`src/rtl/flit_output_arbiter.sv`:
```
// rtl/flit_output_arbiter.sv - round-robin packet-locking arbiter feeding one registered flit output stage
module flit_output_arbiter #(
    parameter int N      = 4,
    parameter int FLIT_W = 12,
    parameter int ID_W   = 2
) (
    input  logic                CLK,
    input  logic                RST_N,
    input  logic [N-1:0]        q_not_empty,
    input  logic [N*FLIT_W-1:0] q_flit,
    output logic [N-1:0]        q_deq,
    output logic                out_valid,
    output logic [FLIT_W-1:0]   out_flit,
    input  logic                out_ready,
    output logic [ID_W-1:0]     grant_id,
    output logic                busy,
    output logic                proto_err
);

    typedef enum logic {IDLE, LOCKED} state_t;

    state_t              state_q, state_d;
    logic [ID_W-1:0]     rr_ptr_q, rr_ptr_d;
    logic [ID_W-1:0]     lock_id_q, lock_id_d;
    logic [ID_W-1:0]     grant_id_q, grant_id_d;
    logic                out_valid_q, out_valid_d;
    logic [FLIT_W-1:0]   out_flit_q, out_flit_d;
    logic                proto_err_q, proto_err_d;

    logic                slot_free;
    logic                cand_found;
    logic [ID_W-1:0]     cand_id;
    logic                sel_valid;
    logic [ID_W-1:0]     sel_id;
    logic [FLIT_W-1:0]   sel_flit;
    logic                sel_head, sel_tail;
    logic                deq_fire;

    // Modulo increment that wraps at N, not at 2^ID_W.
    function automatic logic [ID_W-1:0] wrap_inc(input logic [ID_W-1:0] v);
        if (int'(v) >= N - 1) return '0;
        return v + ID_W'(1);
    endfunction

    assign slot_free = !out_valid_q || out_ready;

    // Scan from the highest offset down so the nearest non-empty queue wins.
    always_comb begin
        cand_found = 1'b0;
        cand_id    = '0;
        for (int k = N - 1; k >= 0; k--) begin
            if (q_not_empty[(int'(rr_ptr_q) + k) % N]) begin
                cand_found = 1'b1;
                cand_id    = ID_W'((int'(rr_ptr_q) + k) % N);
            end
        end
    end

    always_comb begin
        sel_id    = (state_q == LOCKED) ? lock_id_q : cand_id;
        sel_valid = (state_q == LOCKED) ? q_not_empty[lock_id_q] : cand_found;
        sel_flit  = q_flit[int'(sel_id) * FLIT_W +: FLIT_W];
        sel_head  = sel_flit[FLIT_W-1];
        sel_tail  = sel_flit[FLIT_W-2];
        q_deq     = '0;
        if (RST_N && sel_valid && slot_free) begin
            q_deq[sel_id] = 1'b1;
        end
        deq_fire  = |q_deq;
    end

    always_comb begin
        state_d     = state_q;
        rr_ptr_d    = rr_ptr_q;
        lock_id_d   = lock_id_q;
        grant_id_d  = grant_id_q;
        out_valid_d = out_valid_q;
        out_flit_d  = out_flit_q;
        proto_err_d = 1'b0;

        if (deq_fire) begin
            out_valid_d = 1'b1;
            out_flit_d  = sel_flit;
        end else if (out_ready) begin
            out_valid_d = 1'b0;
        end

        if (deq_fire) begin
            unique case (state_q)
                IDLE: begin
                    grant_id_d = sel_id;
                    if (sel_head && !sel_tail) begin
                        state_d   = LOCKED;
                        lock_id_d = sel_id;
                    end else begin
                        // Single-flit packet or orphan: the packet is done either way.
                        rr_ptr_d    = wrap_inc(sel_id);
                        proto_err_d = !sel_head;
                    end
                end
                LOCKED: begin
                    proto_err_d = sel_head;
                    if (sel_tail) begin
                        state_d  = IDLE;
                        rr_ptr_d = wrap_inc(lock_id_q);
                    end
                end
                default: state_d = IDLE;
            endcase
        end
    end

    always_ff @(posedge CLK) begin
        if (!RST_N) begin
            state_q     <= IDLE;
            rr_ptr_q    <= '0;
            lock_id_q   <= '0;
            grant_id_q  <= '0;
            out_valid_q <= 1'b0;
            out_flit_q  <= '0;
            proto_err_q <= 1'b0;
        end else begin
            state_q     <= state_d;
            rr_ptr_q    <= rr_ptr_d;
            lock_id_q   <= lock_id_d;
            grant_id_q  <= grant_id_d;
            out_valid_q <= out_valid_d;
            out_flit_q  <= out_flit_d;
            proto_err_q <= proto_err_d;
        end
    end

    assign out_valid = out_valid_q;
    assign out_flit  = out_flit_q;
    assign grant_id  = grant_id_q;
    assign busy      = (state_q == LOCKED);
    assign proto_err = proto_err_q;

endmodule

```
`config.mk`:
```
export PLATFORM = sky130hd
export DESIGN_NAME = flit_output_arbiter
export DESIGN_NICKNAME = d
export VERILOG_FILES = /design/src/rtl/flit_output_arbiter.sv
export SDC_FILE = /design/constraint.sdc
export NUM_CORES = 1
export LEC_CHECK = 0
export ABC_CLOCK_PERIOD_IN_PS = 8109
export CORE_UTILIZATION = 42
export CTS_BUF_LIST = sky130_fd_sc_hd__clkbuf_16
export DETAILED_ROUTE_END_ITERATION = 8
export PLACE_DENSITY_LB_ADDON = 0.12
export REMOVE_ABC_BUFFERS = 1
export SLEW_MARGIN = 20
export SYNTH_ARGS = -nofsm -noshare
export SYNTH_HDL_FRONTEND = slang
export SYNTH_SLANG_ARGS = --single-unit
```
`constraint.sdc`:
```
create_clock -name CLK -period 8.11 [get_ports CLK]
set_clock_uncertainty 0.2 [all_clocks]
set_input_delay 1.622 -clock CLK [delete_from_list [all_inputs] [get_ports CLK]]
set_output_delay 1.622 -clock CLK [all_outputs]
set_load 0.01 [all_outputs]
```
# Yosys cells after proc, flatten, opt, wreduce, memory -nomap -nowiden
# Cells that the tools add are included.
dict set report classes {
  n_addsub 5
  shifts 1
  muxes 48
  reduce_logical 17
  n_lt_le_gt_ge 9
  n_bitwise 4
  eq_ne 2
  multipliers 1
}
# cell count
set op_table {}
lappend op_table {{$shiftx A48 B7 Y12} 1}
lappend op_table {{$mux W1} 27}
lappend op_table {{$mux W2} 11}
lappend op_table {{$lt A3 B4 Y1 const B} 3}
lappend op_table {{$bmux W1 S2} 5}
lappend op_table {{$lt A2 B3 Y1 const B} 3}
lappend op_table {{$add A2 B1 Y2 const B} 3}
lappend op_table {{$reduce_and A3 Y1} 2}
lappend op_table {{$reduce_or A2 Y1} 3}
lappend op_table {{$add A2 B2 Y2 const B} 2}
lappend op_table {{$ge A2 B2 Y1 const B} 2}
lappend op_table {{$logic_and A1 B1 Y1} 4}
lappend op_table {{$mul A2 B2 Y4 const B} 1}
lappend op_table {{$mux W4} 1}
lappend op_table {{$pmux W1 S2} 2}
lappend op_table {{$pmux W2 S2} 1}
lappend op_table {{$reduce_and A2 Y1} 2}
lappend op_table {{$reduce_or A4 Y1} 1}
lappend op_table {{$and A1 B1 Y1 const A} 3}
lappend op_table {{$logic_not A1 Y1} 3}
lappend op_table {{$demux W1 S2} 1}
lappend op_table {{$ge A2 B1 Y1 const B} 1}
lappend op_table {{$ne A2 B1 Y1 const B} 1}
lappend op_table {{$ne A2 B2 Y1 const B} 1}
lappend op_table {{other kinds (3)} 3}
dict set report word_totals {
  output_inout_bits 21
  input_bits 55
  register_bits 21
  wordCells 94
}

# Logic depth before layout (Yosys ltp)
dict set report depth {
  depth_word 21
  ltp_mapped 11
  mapped_depth_nobuf 10
}

# Least setup slack after synthesis
# OpenSTA, ideal clock, no wires.
dict set report synth_path {
  path_kind {input to output}
  startpoint {in q_not_empty[0]}
  endpoint {out q_deq[3]}
  t_arrival_ns 3.140
  path_buffers 1
  setup_slack_ns 3.148
  cell_stages 7
  required_ns 6.288
  path_cell_list {nor2b_1 > or4_4 > a31o_4 > clkinv_8 > buf_6 > ha_1 > and2_1}
}
dict set report synth_between {
  elab_chain_cells 13
  elab_cells_between_ends 31
  cone_classes {order compare (2); mux (26); reduce/logical (3)}
}
# element line_no
set synth_lines {}
lappend synth_lines {{start, declared} 9} ;# input logic [N-1:0] q_not_empty,
lappend synth_lines {{$bmux W1 S2} 52} ;# if (q_not_empty[(int'(rr_ptr_q) + k) % N]) begin
lappend synth_lines {{$mux W1 (not written as such) (2 in a row)} 52}
lappend synth_lines {{$mux W2 (4 in a row)} 52}
lappend synth_lines {{$mux W2} 60} ;# sel_id = (state_q == LOCKED) ? lock_id_q : cand_id;
lappend synth_lines {{$lt A2 B3 Y1 (not written as such) / $ge A2 B1 Y1 (equally long branches)} 67} ;# q_deq[sel_id] = 1'b1;
lappend synth_lines {{$logic_and A1 B1 Y1 (not written as such)} 67}
lappend synth_lines {{$mux W1 (not written as such)} 67}
lappend synth_lines {{$demux W1 S2} 67}
lappend synth_lines {{$mux W4 (*)} 66} ;# if (RST_N && sel_valid && slot_free) begin
lappend synth_lines {{end, declared} 11} ;# output logic [N-1:0] q_deq,
# Every way passes the cells marked *; elsewhere a longest branch is shown, timed or not. The select of a mux whose other input is x is not followed.

# Worst setup path in the final report
# Same ends and word-level chain as after synthesis.

==> results list <==
* Result of the run: complete, no violations
* Largest net degree at the start of global routing: 22
* Antenna viol nets, final: 0
- Setup violations remaining at the end of the flow were counted as 0.
- Initial cell density of the core: 0.458
- Mean Syn Cell Area: 10.3 um^2
* Crit-path max cell delay: 0.55 ns
- Counting the fill cells in the layout gives 266.
- The worst setup path is captured at an output port.
* Count of distinct cell types in the synthesized netlist: 44
- The first routing iteration left 39 violations.
- The synthesized design contains 21 register bits.
- In this run the most used layer during global routing was met2.
* Die H: 60.6 um
- Number of failing hold endpoints at the final stage: 0
- Width of the die: just over 60 um
- Quantity of gates resized following cts: 0
* Post-layout net count: 270
* Routed vias/inst: around 5.4
* Global-route wire length before repair: about 6000 um
- During I/O placement, the number of pins put on the boundary was 76.
- Summed over all layers, the global routing overflow is 0.
* Library cell contributing the largest single delay on the critical path: or4_4
- Arrival time reported for the critical path endpoint: 4.15 ns
- For this design the ratio of total power to cell area is 300 nW/um^2.
* Critical Setup Path Class: in -> out
- Number of buffers created by CTS: 3
- The signal on the critical path passes through clkdlybuf4s50_1, nor2b_1, or4_4, a31o_4, clkinv_8, ha_1, and2_1, clkdlybuf4s50_1.
- The worst setup path is launched from a primary input.
- No sink is reached through more buffers than the 2 on the longest clock path.
- Clock latency on the worst-skew pair, taken at its later pin, is 0.25 ns.
- For this run, the total global-route usage over all layers was measured as 0.220.
* WP buf/inv: 3
- The path class of the tightest hold or removal check is reg -> reg.
* Number of global-route vias before repair: 1,324
* Largest area contributor in the synthesized netlist: dfxtp_1
- The repair_antennas step left the layout with diodes totalling 0.
- Synth Cell Area: between 1000 and 1500 um^2
- In the final layout, flip-flops and latches occupy 420 um^2.
- Once layout is complete, the utilization of the core stands at 0.732.
- In the global route stage, met1 resource usage came out at 0.254.
- At the pin with the least slew margin, the transition time is 0.942 ns.
- The cell that appears most often on the critical path is clkdlybuf4s50_1.
- Sorting the synthesized cells by area gives the leading types as dfxtp_1, mux2i_1, mux4_2.
- Avg WL per Cell: 15.4 um
- For this run, design rule violations remaining after detail routing come to 0.
- Die area: 3680 um^2
- Final critical delay including setup and external delays: 5.97 ns
* Most common cell in the netlist: dfxtp_1
- For this run, asynchronously set or reset flops after synthesis account for 0.
* Site row count: 20
- At the end of routability-driven placement, the weighted congestion stood at slightly above 0.8.
* Area taken by multi-input logic gates: ~960 um^2
* Clock Root Buffer: clkbuf_16
* Global-route met3 utilization: 0.0426
* Area share of the largest cell type after synthesis: 0.291
- Number of enable flip-flop cells after synthesis: 0
- Yosys warning total: 0
- Static leakage: 0.890 nW
- Sink Count: 21
- Maximum net fanout on the critical path: 19
* Core box area: 3150 um^2
* Final cycle utilization of the critical path: 0.737
* Tightest slew margin relative to the limit: 0.372
- Peak Freq: 0.167 GHz
- In this run, post-CTS hold repair placed 0 buffers.
* RSZ-0062 raised after global routing: no
- DR pass1 iterations: 4
- Mapped Cells: 140
* CP top delay family: buffers and inverters
* Synth-to-layout area growth: 59.8%
- Wire length reported by the detailed router: around 4000 um
* Endpoint required time on the critical path: between 6 and 7 ns
- Number of antenna violations at the first check in global routing: 0
- After routing, the total negative slack on setup checks comes to 0 ns.
- Post-CTS setup buffers: 0
- By count the netlist is led by dfxtp_1, mux2i_1, nor2b_1.
- I/O Buffers: 75
- Detailed placement finished with a half-perimeter wire length of around 3100 um.
* R2R Setup Slk: about 4.8 ns
- The final count of pins violating max slew is 0.
- Routing usage on met2: 0.400
* Number of maximum-capacitance violations: 0
* Peak supply drop: 0.167 mV
* CTS HTree Levels: 1
- Of the cells placed in the final design, the portion with a size suffix greater than 1 is 0.0986.
* Clock transition time at the flip-flop clock pins of the worst setup and hold paths: ~0.050 ns
- Commonest register cell after synthesis: dfxtp_1
* Overall via count from detail_route: 1,376
- Sequential cell area fraction in the yosys report: 0.291
* CTS tree: done
==> layout make-up <==
cell class	instances	share of cell area
Sequential cell	21	0.182
Clock buffer	3	0.0325
Tap cell	44	0.0239
Clock inverter	1	0.00163
Multi-Input combinational cell	107	0.418
Inverter	5	0.0136
Timing Repair Buffer	76	0.329
==> per-layer routing <==
layer | wire length, um | vias to the layer above
li1 | - | 665
met1 | 1570 | 650
met2 | 2040 | 54
met3 | 279 | 7
met4 | 61 | 0
met5 | 0 | -
==> registers in the layout, indices dropped and copies added, names as in the netlist <==
| register | cells |
|---|---|
| busy | 1 |
| grant_id | 2 |
| lock_id_q | 2 |
| out_flit | 12 |
| out_valid | 1 |
| proto_err | 1 |
| rr_ptr_q | 2 |
==> through the flow <==
stage | total power, mW | area [um^2] | hold WS [ns] | setup slack [ns] | instances
2_1_floorplan | 0.443 | 1410 | 0.265 | 2.73 | 133
3_3_place_gp | 0.584 | 2230 | 0.251 | 2.21 | 253
3_5_place_dp | 0.594 | 2230 | 0.262 | 2.15 | 253
4_1_cts | 0.699 | 2310 | 0.272 | 2.15 | 257
5_1_grt | 0.739 | 2310 | 0.312 | 2.06 | 257
6_report | 0.691 | 2310 | 0.276 | 2.14 | 257
==> worst min-delay path, stage by stage (launching register included) <==
cell and delay [ns]:
dfxtp_1 0.31, nand2_1 0.05, mux2i_1 0.06
==> final timing paths <==
kind                             from                  endpoint  cells after the start
max                    q_not_empty[0]                  q_deq[3]                      8
min          grant_id[1]$_SDFFE_PN0P_  grant_id[1]$_SDFFE_PN0P_                      2
max reg2reg  rr_ptr_q[0]$_SDFFE_PN0P_  grant_id[0]$_SDFFE_PN0P_                      9
min reg2reg  grant_id[1]$_SDFFE_PN0P_  grant_id[1]$_SDFFE_PN0P_                      2
==> cells by family (layout without fill, tap and decap cells) <==
kind of cell | count (synthesis) | in the layout | synth area share
buf+inv | 12 | 85 | 0.0468
flops | 21 | 21 | 0.291
xor+xnor | 2 | 2 | 0.0121
fa+ha+maj | 1 | 1 | 0.00866
mux | 30 | 30 | 0.312
compound gates | 22 | 22 | 0.131
simple gates | 52 | 52 | 0.198
==> cell usage in the layout, fill, tap and decap left out, drive strengths merged, types with 2 or more instances in the layout <==
master,count
xnor2,2
nor4b,2
nor2,10
nand2,9
nand2b,4
clkbuf,3
a21oi,3
nor3,2
a31oi,2
clkdlybuf4s50,75
mux4,11
nand3,2
inv,5
mux2i,18
and2,3
dfxtp,21
nor2b,16
a21boi,2
a21o,2
==> power by group <==
part	internal [mW]	switching [mW]
registers	0.138	0.0296
clock network	0.0655	0.0345
logic	0.233	0.191
Power figures use the tool's default switching activity.
==> variant 1, RTL diff (same settings) <==
Register the output `proto_err` once more, without a reset; this adds one clock of latency there. The other outputs are not delayed to match.
--- a/src/rtl/flit_output_arbiter.sv
+++ b/src/rtl/flit_output_arbiter.sv
@@ -136,3 +136,5 @@
     assign busy      = (state_q == LOCKED);
-    assign proto_err = proto_err_q;
+    always_ff @(posedge CLK) begin
+        proto_err <= proto_err_q;
+    end
 
Function: changed (a bounded check fails within 4 cycles, from zero or initial values and one cycle with RST_N low).
==> variant 1 against the unedited design <==
Routed wire length shrank 2.9%; clock power grew 41%; sequential power is essentially flat; sequential cell count grew 1; register-to-register slack gained 0.07 ns; area after synthesis shrank 2.9%; first-iteration DRC count grew 140%; design area shrank 1.0%; worst hold slack lost 0.15 ns; total power shrank 4.1%; combinational power shrank 17%; setup slack lost 0.18 ns.
==> variant 1: results (changes against the unedited design) <==
| Metric | Value |
|---|---|
| Layout cells sized above 1 | `0.105 (+0.00617)` |
| Leak | `0.000864 µW (-3.0%)` |
| Inserted Diodes | `0 (unchanged)` |
| Post-Syn Area | `0.00140 mm² (-2.9%)` |
| Post-synth cell types | `37 (-16%)` |
| Total routed wirelength | `3840 µm (-2.9%)` |
| Leading cell types by total area after synthesis | `dfxtp_1, mux4_2, mux2i_1, nor2b_1, nand2_1` |
| NumNets Final | `267 (-1.1%)` |
| Post-CTS Setup Repair Bufs | `0 (unchanged)` |
| Clk root buf | `clkbuf_16` |
| GR Util All Layers | `0.215 (-0.00447)` |
| Clk Latency, worst-skew pair | `between 0.2 and 0.3 ns` |
| DR pass1 iterations | `4 (unchanged)` |
| Most frequent cells after synthesis | `dfxtp_1, mux2i_1, nor2b_1` |
| CTS Buf Count | `3 (unchanged)` |
| Critical path arrival | `4.33 ns (+0.18 ns)` |
| Relative slew slack | `0.476 (+0.104)` |
| HPWL reported at the end of detailed placement | `2840 µm (-7.2%)` |
| # port buffers | `75 (unchanged)` |
| Crit path max fanout | `15 (-4)` |
| Delay-heaviest family, CP | `buffers and inverters` |
| Async SR Flop Fraction | `0 (unchanged)` |
| Sequential area share after synthesis | `0.314 (+0.0228)` |
| Hold Crit Class | `flip-flop to flip-flop` |
| Max reg flops | `12 (unchanged)` |
| Cts repair resizes | `0 (unchanged)` |
| Bufs on Longest Clock Path | `2 (unchanged)` |
| First-pass GRT wire length | `5660 µm (-4.3%)` |
| H-Tree Level Count | `1 (unchanged)` |
| DR iter-0 viols | `92 (+140%)` |
| VDD IR-drop max | `0.145 mV (-13%)` |
| Setup TNS | `0 ns (unchanged)` |
| Crit-path max cell delay | `0.55 ns (about the same)` |
| Largest net degree at the start of global routing | `22 (unchanged)` |
| Post-synth EDFFs | `0 (unchanged)` |
| Synth Warn # | `0 (unchanged)` |
| Vias in the first global route | `1219 (-7.9%)` |
| Vias | `1357 (-1.4%)` |
| Status | `complete, no violations` |
| Clock-pin slew on the worst setup and hold paths | `about 0.060 ns` |
| CP max stage cell | `clkdlybuf4s50_1` |
| Antenna violations before repair | `0 (unchanged)` |
| Final Wtd Congestion | `0.829 (+2.5%)` |
[variant 1: layer usage]
metal | vias up | wire length [µm] | GRT usage
li1 | 644 | - | -
met1 | 639 | 1530 | 0.257
met2 | 65 | 1980 | 0.386
met3 | 9 | 271 | 0.0346
met4 | 0 | 56 | 0.0764
met5 | - | 0 | 0
[variant 1: worst reg2reg max path: cells and delay by family, from the launching register on]
family	cells	cell delay, ns
buffers and inverters	2	0.48
adders and majority gates	1	0.34
AOI/OAI and AO/OA	3	1.33
DFF	1	0.42
and+or+nand+nor	3	0.38
[variant 1: logic make-up after synthesis]
family	share of synthesized area
buffers and inverters	0.0464
muxes	0.316
AOI/OAI and AO/OA	0.124
DFF	0.314
adders and majority gates	0.00892
xor gates and xnor gates	0.0125
and+or+nand+nor	0.178
[variant 1: through the flow]
stage                     instances  area [µm²]  hold slack [ns]  setup slack (ns)
after floorplan                 130        1370            0.110              2.97
after global placement          250        2180            0.110              2.12
after detailed placement        250        2180            0.116              2.03
after CTS                       254        2280            0.131              1.95
after global routing            254        2280            0.140              1.86
final                           254        2280            0.129              1.95
[variant 1: layout make-up]
| cell class | count | area (µm²) |
|---|---|---|
| multi-input combinational | 102 | 897 |
| fill | 263 | 820 |
| timing repair buffer | 76 | 758 |
| sequential | 22 | 440 |
| clock buffer | 3 | 75.1 |
| tap | 44 | 55.1 |
| clock inverter | 1 | 30.0 |
| inverter | 6 | 27.5 |
[variant 1: power breakdown]
part           internal [µW]  switching, µW
Combinational            195            159
Sequential               142           25.1
Clock                   98.2           42.9
[variant 1: final timing paths]
check	startpoint	endpoint	slack, ns	cells after the start
worst max-delay path	q_not_empty[0]	q_deq[3]	1.95	8
worst min-delay path	proto_err_q	proto_err	0.13	0
worst max register to register	rr_ptr_q[1]	busy	4.85	9
worst min register to register	proto_err_q	proto_err	0.13	0
==> variant 2, RTL diff (same settings) <==
Made on the original files. Set the parameter `FLIT_W` to 10 (it was 12).
--- a/src/rtl/flit_output_arbiter.sv
+++ b/src/rtl/flit_output_arbiter.sv
@@ -3,3 +3,3 @@
     parameter int N      = 4,
-    parameter int FLIT_W = 12,
+    parameter int FLIT_W = 10,
     parameter int ID_W   = 2
Ports: changed (resized out_flit and q_flit); port bits go from 76 to 66. The function was not compared with the original's and may differ.
==> variant 2 against the unedited design <==
Sequential cell count fell by 2; area after synthesis fell by 5.8%; first-iteration DRC count fell by 31%; maximum frequency rose by 2.5%; routed wire length fell by 15%; design area fell by 9.1%; core utilization fell by 4.4 points; total power fell by 19%; count of clock-buffer cells in the layout did not move; synthesized cell count rose by 6.4%; setup slack improved by 0.15 ns; critical endpoint is now q_deq[1]; largest cell class unchanged.
==> variant 2: results (changes against the unedited design) <==
| Metric | Value |
|---|---|
| Wire length per cell | `13.2 µm (-14%)` |
| CP max stage cell | `clkdlybuf4s50_1` |
| First-pass GRT wire length | `5340 µm (-9.7%)` |
| VDD IR-drop max | `0.151 mV (-9.6%)` |
| Most frequent cells after synthesis | `nand2_1, dfxtp_1, mux2i_1` |
| Max reg flops | `10 (-2)` |
| Placed Area | `0.00202 mm² (-9.4%)` |
| Post-DR vias/cell | `5.19 (-3.0%)` |
| Leak | `0.000855 µW (-3.9%)` |
| Largest net degree at the start of global routing | `26 (+18%)` |
| Layout cells sized above 1 | `0.144 (+0.0449)` |
| Met1 Resource Use GR | `0.224 (-0.0291)` |
| CP startpoint | `q_not_empty[3]` |
| Worst-Margin Slew | `0.733 ns (-0.209 ns)` |
| DR iter-0 viols | `27 (-31%)` |
| Worst reg2reg path depth | `7 (-2)` |
| Post-synth cell types | `42 (-4.5%)` |
| Grt met3 use | `0.0308 (-0.0119)` |
| M2 GR Usage | `0.373 (-0.0269)` |
| Setup TNS | `0 ns (unchanged)` |
| Crit path max fanout | `22 (+3)` |
| # port buffers | `65 (-13%)` |
| Sequential area share after synthesis | `0.280 (-0.0115)` |
| Async SR Flop Fraction | `0 (unchanged)` |
| Leading cell types by total area after synthesis | `dfxtp_1, mux2i_1, mux2_4, nand2_1, o211ai_2` |
| R2R Setup Slk | `5.53 ns (+0.75 ns)` |
| Post-Place Cells | `249 (-1.6%)` |
| NumNets Final | `258 (-4.4%)` |
| HPWL reported at the end of detailed placement | `2640 µm (-14%)` |
| Status | `complete, no violations` |
| Vias | `1314 (-4.5%)` |
| DRT antenna net count | `0 (unchanged)` |
| Synth Instances | `149 (+6.4%)` |
| Worst Setup EP | `q_deq[1]` |
| GR Util All Layers | `0.202 (-0.0171)` |
| Crit-path max cell delay | `0.50 ns (-0.05 ns)` |
| Final Wtd Congestion | `0.801 (-1.0%)` |
## variant 2: changes by cell type in the layout (fill, tap and decap cells not counted), moves of 5 or more
cell,change
clkdlybuf4s50_1,-10
mux4_2,-7
nand2_1,+17
nor2b_1,-13
mux2_4,+8
o211ai_2,+7
nor2_1,-5
o21ai_0,+9
## variant 2: stage by stage
step	power, µW	hold slack, ns	setup slack (ns)	utilization
detailed placement	464	0.255	2.30	0.661
global placement	453	0.246	2.37	0.661
CTS	565	0.263	2.28	0.687
global route	595	0.296	2.17	0.687
finish	559	0.260	2.28	0.687
floorplan	349	0.251	2.39	-
## variant 2: cell type report
| type | instances | area (µm²) |
|---|---|---|
| repair buffers | 67 | 666 |
| multi-input cells | 116 | 907 |
| fillers | 257 | 955 |
| flip-flops and latches | 19 | 380 |
| clock buffers | 3 | 75.1 |
| well taps | 44 | 55.1 |
| clock inverters | 1 | 3.75 |
| inverters | 3 | 11.3 |
## variant 2: worst min path at each step
stage,from,endpoint,depth (start not counted),slack [ns]
finish,out_flit[7],out_flit[7],2,0.26
global route,out_flit[6],out_flit[6],2,0.30
CTS,out_flit[7],out_flit[7],2,0.26
detailed placement,out_flit[7],out_flit[7],2,0.26
global placement,out_flit[7],out_flit[7],2,0.25
floorplan,rr_ptr_q[0],rr_ptr_q[0],2,0.25
## variant 2: layer usage
metal	wire length (µm)	share of wire
met5	0	0
met4	50	0.015
met2	1790	0.53
met1	1360	0.41
met3	147	0.044
## variant 2: cell families after synthesis
| kind of cell | synth area share |
|---|---|
| DFF | 0.280 |
| adders and majority gates | 0.00920 |
| xor gates and xnor gates | 0.00644 |
| and+or+nand+nor | 0.197 |
| AOI/OAI and AO/OA | 0.210 |
| buffers and inverters | 0.0570 |
| muxes | 0.241 |
## variant 2: where the power goes
group          switching [µW]  internal [µW]
clock                    34.6           65.6
combinational             149            166
sequential               21.3            122
total                     205            354
## variant 2: worst max-delay path: cells and delay by family
family | cells | cell delay [ns]
buffers and inverters | 2 | 0.98
and+or+nand+nor | 4 | 0.96
AOI/OAI and AO/OA | 1 | 0.43
